**src/rtl/mem_stack_responder.sv**
```systemverilog
// Services one control-path request: an optional load from mem/stk, then an optional store.
// Optional build macro ACCESS_FAULT_EN: out-of-range addresses fault and suppress the access.
module mem_stack_responder #(
  parameter int unsigned DATA_W = 16,
  parameter int unsigned MEM_AW = 8,
  parameter int unsigned STK_AW = 6,
  parameter int unsigned RD_LAT = 1
) (
  input  logic              clock,
  input  logic              resetn,
  input  logic              req_valid,
  output logic              req_ready,
  input  logic [1:0]        req_load_src,
  input  logic              req_store_mem,
  input  logic              req_store_stk,
  input  logic [DATA_W-1:0] req_addr,
  input  logic [DATA_W-1:0] req_wdata,
  output logic              rsp_valid,
  output logic [DATA_W-1:0] rsp_rdata,
  output logic              rsp_fault,
  output logic [MEM_AW-1:0] mem_addr,
  output logic [DATA_W-1:0] mem_wdata,
  output logic              mem_we,
  input  logic [DATA_W-1:0] mem_rdata,
  output logic [STK_AW-1:0] stk_addr,
  output logic [DATA_W-1:0] stk_wdata,
  output logic              stk_we,
  input  logic [DATA_W-1:0] stk_rdata
);

  localparam int unsigned CntW = (RD_LAT > 1) ? $clog2(RD_LAT) : 1;
  localparam logic [CntW-1:0] CntLast = CntW'(RD_LAT - 1);

  typedef enum logic [1:0] {
    StIdle,
    StRead,
    StWrite,
    StResp
  } state_e;

  state_e              state_q, state_d;
  logic [CntW-1:0]     cnt_q, cnt_d;
  logic [DATA_W-1:0]   rdata_q, rdata_d;
  logic [1:0]          load_src_q;
  logic                store_mem_q, store_stk_q;
  logic [DATA_W-1:0]   addr_q, wdata_q;

  logic accept;
  logic mem_oob, stk_oob;
  logic load_en, load_oob, store_oob, dual_store, store_any;

  assign req_ready = (state_q == StIdle);
  assign accept    = req_valid & req_ready;

`ifdef ACCESS_FAULT_EN
  assign mem_oob = (addr_q >> MEM_AW) != '0;
  assign stk_oob = (addr_q >> STK_AW) != '0;
`else
  localparam int unsigned AddrMax = (MEM_AW > STK_AW) ? MEM_AW : STK_AW;
  // Upper address bits are deliberately dropped (wrap-around addressing).
  logic unused_addr_hi;
  assign unused_addr_hi = ^addr_q[DATA_W-1:AddrMax];
  assign mem_oob = 1'b0;
  assign stk_oob = 1'b0;
`endif

  assign load_en    = load_src_q[1];
  assign load_oob   = load_en & (load_src_q[0] ? stk_oob : mem_oob);
  assign dual_store = store_mem_q & store_stk_q;
  assign store_any  = store_mem_q | store_stk_q;
  assign store_oob  = (store_mem_q & mem_oob) | (store_stk_q & stk_oob);

  // Next-state, read-window counter and load-data capture.
  always_comb begin
    state_d = state_q;
    cnt_d   = cnt_q;
    rdata_d = rdata_q;
    unique case (state_q)
      StIdle: begin
        if (accept) begin
          if (req_load_src[1]) begin
            state_d = StRead;
          end else if (req_store_mem | req_store_stk) begin
            state_d = StWrite;
          end else begin
            state_d = StResp;
          end
        end
      end
      StRead: begin
        if (cnt_q == CntLast) begin
          cnt_d   = '0;
          rdata_d = load_oob ? '0 : (load_src_q[0] ? stk_rdata : mem_rdata);
          state_d = store_any ? StWrite : StResp;
        end else begin
          cnt_d = cnt_q + 1'b1;
        end
      end
      StWrite: state_d = StResp;
      StResp:  state_d = StIdle;
      default: state_d = StIdle;
    endcase
  end

  // RAM port drive; write enables are gated by resetn so no write can land during reset.
  always_comb begin
    mem_addr  = '0;
    mem_wdata = '0;
    mem_we    = 1'b0;
    stk_addr  = '0;
    stk_wdata = '0;
    stk_we    = 1'b0;
    if (state_q == StRead || state_q == StWrite) begin
      mem_addr = addr_q[MEM_AW-1:0];
      stk_addr = addr_q[STK_AW-1:0];
    end
    if (state_q == StWrite) begin
      mem_wdata = wdata_q;
      stk_wdata = wdata_q;
      mem_we    = resetn & store_mem_q & ~store_stk_q & ~mem_oob;
      stk_we    = resetn & store_stk_q & ~store_mem_q & ~stk_oob;
    end
  end

  assign rsp_valid = (state_q == StResp);
  assign rsp_fault = rsp_valid & (dual_store | load_oob | store_oob);
  assign rsp_rdata = rdata_q;

  always_ff @(posedge clock) begin
    if (!resetn) begin
      state_q     <= StIdle;
      cnt_q       <= '0;
      rdata_q     <= '0;
      load_src_q  <= 2'b00;
      store_mem_q <= 1'b0;
      store_stk_q <= 1'b0;
      addr_q      <= '0;
      wdata_q     <= '0;
    end else begin
      state_q <= state_d;
      cnt_q   <= cnt_d;
      rdata_q <= rdata_d;
      if (accept) begin
        load_src_q  <= req_load_src;
        store_mem_q <= req_store_mem;
        store_stk_q <= req_store_stk;
        addr_q      <= req_addr;
        wdata_q     <= req_wdata;
      end
    end
  end

endmodule
```
**config.mk**
```make
export PLATFORM = sky130hd
export DESIGN_NAME = mem_stack_responder
export DESIGN_NICKNAME = d
export VERILOG_FILES = /design/src/rtl/mem_stack_responder.sv
export SDC_FILE = /design/constraint.sdc
export NUM_CORES = 1
export LEC_CHECK = 0
export CELL_PAD_IN_SITES_DETAIL_PLACEMENT = 1
export CELL_PAD_IN_SITES_GLOBAL_PLACEMENT = 1
export CORE_MARGIN = 2
export CORE_UTILIZATION = 25
export CTS_BUF_LIST = sky130_fd_sc_hd__clkbuf_2
export CTS_CLUSTER_DIAMETER = 80
export DETAILED_ROUTE_END_ITERATION = 10
export HOLD_SLACK_MARGIN = 0.02
export MAX_ROUTING_LAYER = met4
export PLACE_DENSITY = 0.9
export SLEW_MARGIN = 20
export SYNTH_ARGS = -nofsm -noshare
export SYNTH_HDL_FRONTEND = slang
export SYNTH_SLANG_ARGS = --single-unit
```
**constraint.sdc**
```tcl
create_clock -name clock -period 1.3 [get_ports clock]
set_input_delay 0.26 -clock clock [delete_from_list [all_inputs] [get_ports clock]]
set_output_delay 0.26 -clock clock [all_outputs]
set_load 0.01 [all_outputs]
```
### Word level (Yosys, flattened, before mapping)

Cells that the tools add are included.

* output and inout port bits: 67
* flip-flop bits (word level): 46

* bitwise operators: 12
* reduce and logical (&&, ||, !) cells: 4
* muxes and demuxes: 13
* add/subtract/negate cells: 1
* eq/ne operators: 5

Operator list (count)
* 16-bit 2-to-1 mux: 2
* 8-bit 2-to-1 mux: 1
* 2-bit one-hot mux with 4 select lines: 1
* 1-bit bitwise AND: 7
* 2-bit 2-to-1 mux: 3
* 6-bit 2-to-1 mux: 1
* 1-bit 2-to-1 mux: 5
* 2-bit equality test (second input constant): 2
* 2-bit AND reduction: 2
* 1-bit inverter: 3
* 2-bit by 1-bit equality test with 1-bit output (second input constant): 1
* 2-bit logical NOT: 1
* 2-bit by 1-bit != test with 1-bit output (second input constant): 1
* 2-bit != test (second input constant): 1
* 1-bit OR: 2
* 1-bit adder (second input constant): 1
* 1-bit logical OR: 1

### Depth between registers and ports, before layout

* depth in word-level cells: 5
* mapped depth: 7
* gate-level depth less buffers: 5

### Least setup slack after synthesis

OpenSTA, ideal clock, no wires.

* path type: register -> output
* from: register state_q[0]
* to: output stk_wdata[10]
* stages on the path, launching flop included: 6
* arrival time: 1.170 ns
* required time: 1.040 ns
* path buffers: 2
* setup slack: -0.130 ns
* cell sequence: dfxtp_1 -> inv_1 -> ha_1 -> clkbuf_1 -> and2_1 -> buf_4

* cells in the longest elaborated chain, start to end: 2

Ends and longest elaborated chain
* start: declaration: line 41 `state_e state_q, state_d;`
* start signal: assignment: line 131 `state_q <= StIdle;`
* start signal: assignment: line 140 `state_q <= state_d;`
* 2-bit equality test: line 117 `if (state_q == StWrite) begin`
* 16-bit 2-to-1 mux
* end: declaration: line 26 `output logic [DATA_W-1:0] stk_wdata,`

No other way between the ends.

### Worst setup path in the final report

* from: register state_q[1]
* to: output stk_wdata[12]

* cells in the longest elaborated chain, start to end: 2

Ends and longest elaborated chain (line)
* 2-bit equality test: 117
* 16-bit 2-to-1 mux: 117

No other way between the ends.

==> flow_metrics.py <==
metrics = {
    "worst_setup_path": {
        "required_ps": 1040,
        "crit_path_end_kind": "primary output",
        "worstPathArrival_ps": 1580,
        "start_kind": "register",
        "worst-setup-path-type": "reg -> out",
        "cp_max_fo": 8,
    },
    "sta": {
        "slew_headroom": 0.7021,
        "tightest_slew_ps": 446.9,
        "setup_slack_ps": -544.3,
        "maxSlewViolCount": 0,
        "fmax_mhz": 542.2,
        "setup_viol": 79,
        "hold_viol": 0,
        "skew_ps": 9.908,
        "finalCritPeriodShare": 1.419,
        "rsz0062_at_grt": "yes",
        "finalCriticalPeriod_ps": 1844,
        "tns_ps": -27170,
    },
    "synth": {
        "yosys_warnings": 0,
        "synth.cell_area_sq_um": 2365,
        "ys_seq_area_frac": 0.3810,
        "ys_ff_latch": 45,
        "synth_area_per_cell_sq_um": 9.095,
        "netlist_instances": 260,
        "synth_cell_types": 24,
        "syn-num-nets": 336,
    },
    "die": {
        "rows": 35,
        "initial_core_util": 0.2571,
        "die_h_um": 101.3,
        "die_w_um": 101.3,
        "die-area_sq_um": 10250,
        "coreArea_sq_um": 9196,
        "io_pins": 138,
    },
    "hold_path": {
        "worstHoldPathType": "in -> reg",
    },
    "clock_tree": {
        "clock_path_buffers": 2,
        "cts_tree": "done",
        "cts.sinks": 45,
        "path_clk_slew_ps": 210,
        "htree_levels": 2,
        "numCtsBuffers": 5,
        "cts_hold_buf": 0,
        "clk_latency_ps": 380,
        "root_buffer": "clkbuf_2",
    },
    "power": {
        "power.share.clock": 0.074,
        "p_per_area_nw_per_um2": 1761,
        "irDropWorstVdd_mv": 0.6368,
        "p_sw_mw": 2.847,
        "power_frac_comb": 0.656,
        "p_total_mw": 7.652,
        "pwr-share-seq": 0.271,
        "p_leak_nw": 1.941,
        "swShare": 0.3721,
        "internal-power_mw": 4.805,
    },
    "place": {
        "place_inst": 475,
        "dp.final_hpwl_um": 5183,
        "dpl_cell_area_sq_um": 3706,
        "io_buffer_count": 129,
        "place_congestion": 0.7779,
    },
    "routing": {
        "vias": 2309,
        "wl_per_cell_um": 16.12,
        "drt_first_pass_iters": 4,
        "via_per_inst": 4.527,
        "drcViolationCount": 0,
        "dr.first_iter.drc_count": 35,
        "ant_nets": 0,
        "totalWireLength_um": 8221,
    },
    "finish": {
        "fin_util": 0.4724,
        "multi_input_area_sq_um": 1434,
        "finalNonFillerCells": 510,
        "nets": 475,
        "drive_gt1_frac": 0.5464,
        "fill_cells": 1022,
        "final_cell_mix": "62 x clkdlybuf4s50_1, 54 x buf_6, 46 x nand2_1, 27 x dfxtp_1, 24 x and2_4",
        "area_delta_synth_final_pct": 83.70,
        "final_cell_area_sq_um": 4344,
        "final_common_cell": "clkdlybuf4s50_1",
        "regArea_sq_um": 925.9,
        "antenna_cells": 0,
    },
    "global_route": {
        "grt_pass1_vias": 2482,
        "grt_max_degree": 46,
        "antenna_found_initial": 0,
        "track_usage": 0.1646,
        "grt_pass1_wl_um": 12550,
        "overflow": 0,
    },
    "run_status": {
        "failed_checks": "setup timing",
        "status": "complete, but fails checks",
    },
    "flow_run": {
        "drv_cap": 0,
    },
}
repair_timing:
item,in CTS,in global routing
gates cloned,6,0
buffers inserted,19,8
hold endpoints to repair,0,0
endpoints found under the setup margin,111,107
pin swaps,28,17
gates resized for setup,381,45
worst max-delay path, stage by stage (launching register included):
cell and delay, ps:
dfxtp_4 400, buf_6 120, buf_6 110, ha_4 180, buf_6 140, and2_4 150
buf_6 110
per-stage QoR:
stage                     setup WS, ps  hold WS, ps
after CTS                       -576.5        361.7
after global placement          -571.9        447.3
after floorplan                 -47.19        386.7
after detailed placement        -644.4        454.5
after global routing            -643.4        345.8
final                           -544.3        394.8
cells in the mapped netlist, drive strengths merged:
master   n  share of area
nand2b   1         0.0026
buf     34           0.11
dfxtp   45           0.38
nor2     1         0.0016
clkbuf   5         0.0079
o22ai    1         0.0026
a21boi  28           0.12
mux2i   16          0.068
o211ai   1         0.0032
inv      2         0.0032
or2b     1         0.0032
o31ai    1         0.0032
o211a   16          0.068
and3     1         0.0026
a21oi    1         0.0021
nand2   73           0.12
nor3b    3         0.0095
ha       5          0.026
and2    25          0.066
path summary, 6_finish.rpt:
| kind | from | to | slack (ps) | depth (start not counted) |
|---|---|---|---|---|
| setup / recovery | state_q[1]$_SDFFE_PN0P_ | stk_wdata[12] | -540 | 6 |
| hold / removal | req_wdata[1] | wdata_q[1]$_SDFFE_PN0P_ | 390 | 3 |
| setup reg to reg | state_q[1]$_SDFFE_PN0P_ | addr_q[6]$_SDFFE_PN0P_ | -190 | 8 |
| hold reg to reg | wdata_q[0]$_SDFFE_PN0P_ | wdata_q[0]$_SDFFE_PN0P_ | 470 | 2 |
final cells by class:
class	count	share of cell area
Clock buffer	6	0.006912
Clock inverter	1	0.0008641
Inverter	2	0.002304
Multi-Input combinational cell	174	0.3301
Sequential cell	45	0.2131
Tap cell	111	0.03197
Timing Repair Buffer	171	0.4147
registers in the layout, summed over array words and instances, names as in the netlist:
name / count
state_q: 2
store_stk_q: 1
addr_q: 8
rsp_rdata: 16
store_mem_q: 1
load_src_q: 1
wdata_q: 16
metal layers:
metal	up-vias	wire (um)	part of all wire	GRT usage
met2	100	4451	0.54	0.3174
li1	1110	-	-	-
met4	0	51	0.0062	0.02495
met3	5	566	0.069	0.03796
met1	1094	3152	0.38	0.1723
met5	-	0	0	-
kinds of logic after synthesis:
kind of cell,Yosys count,synth area share
buffers and inverters,41,0.1196
muxes,16,0.06772
AOI/OAI and AO/OA,48,0.1995
and+or+nand+nor,105,0.2058
adders and majority gates,5,0.02646
DFF,45,0.3810
power groups by stage:
stage	clock network (mW)	logic [mW]	registers (mW)
global route	0.665	5.37	2.12
floorplan	0	1.69	2.10
global placement	0	3.17	2.00
CTS	0.605	5.00	2.07
finish	0.563	5.02	2.07
detailed placement	0	3.28	2.04
Note: power is estimated with default switching activity, not from simulation.
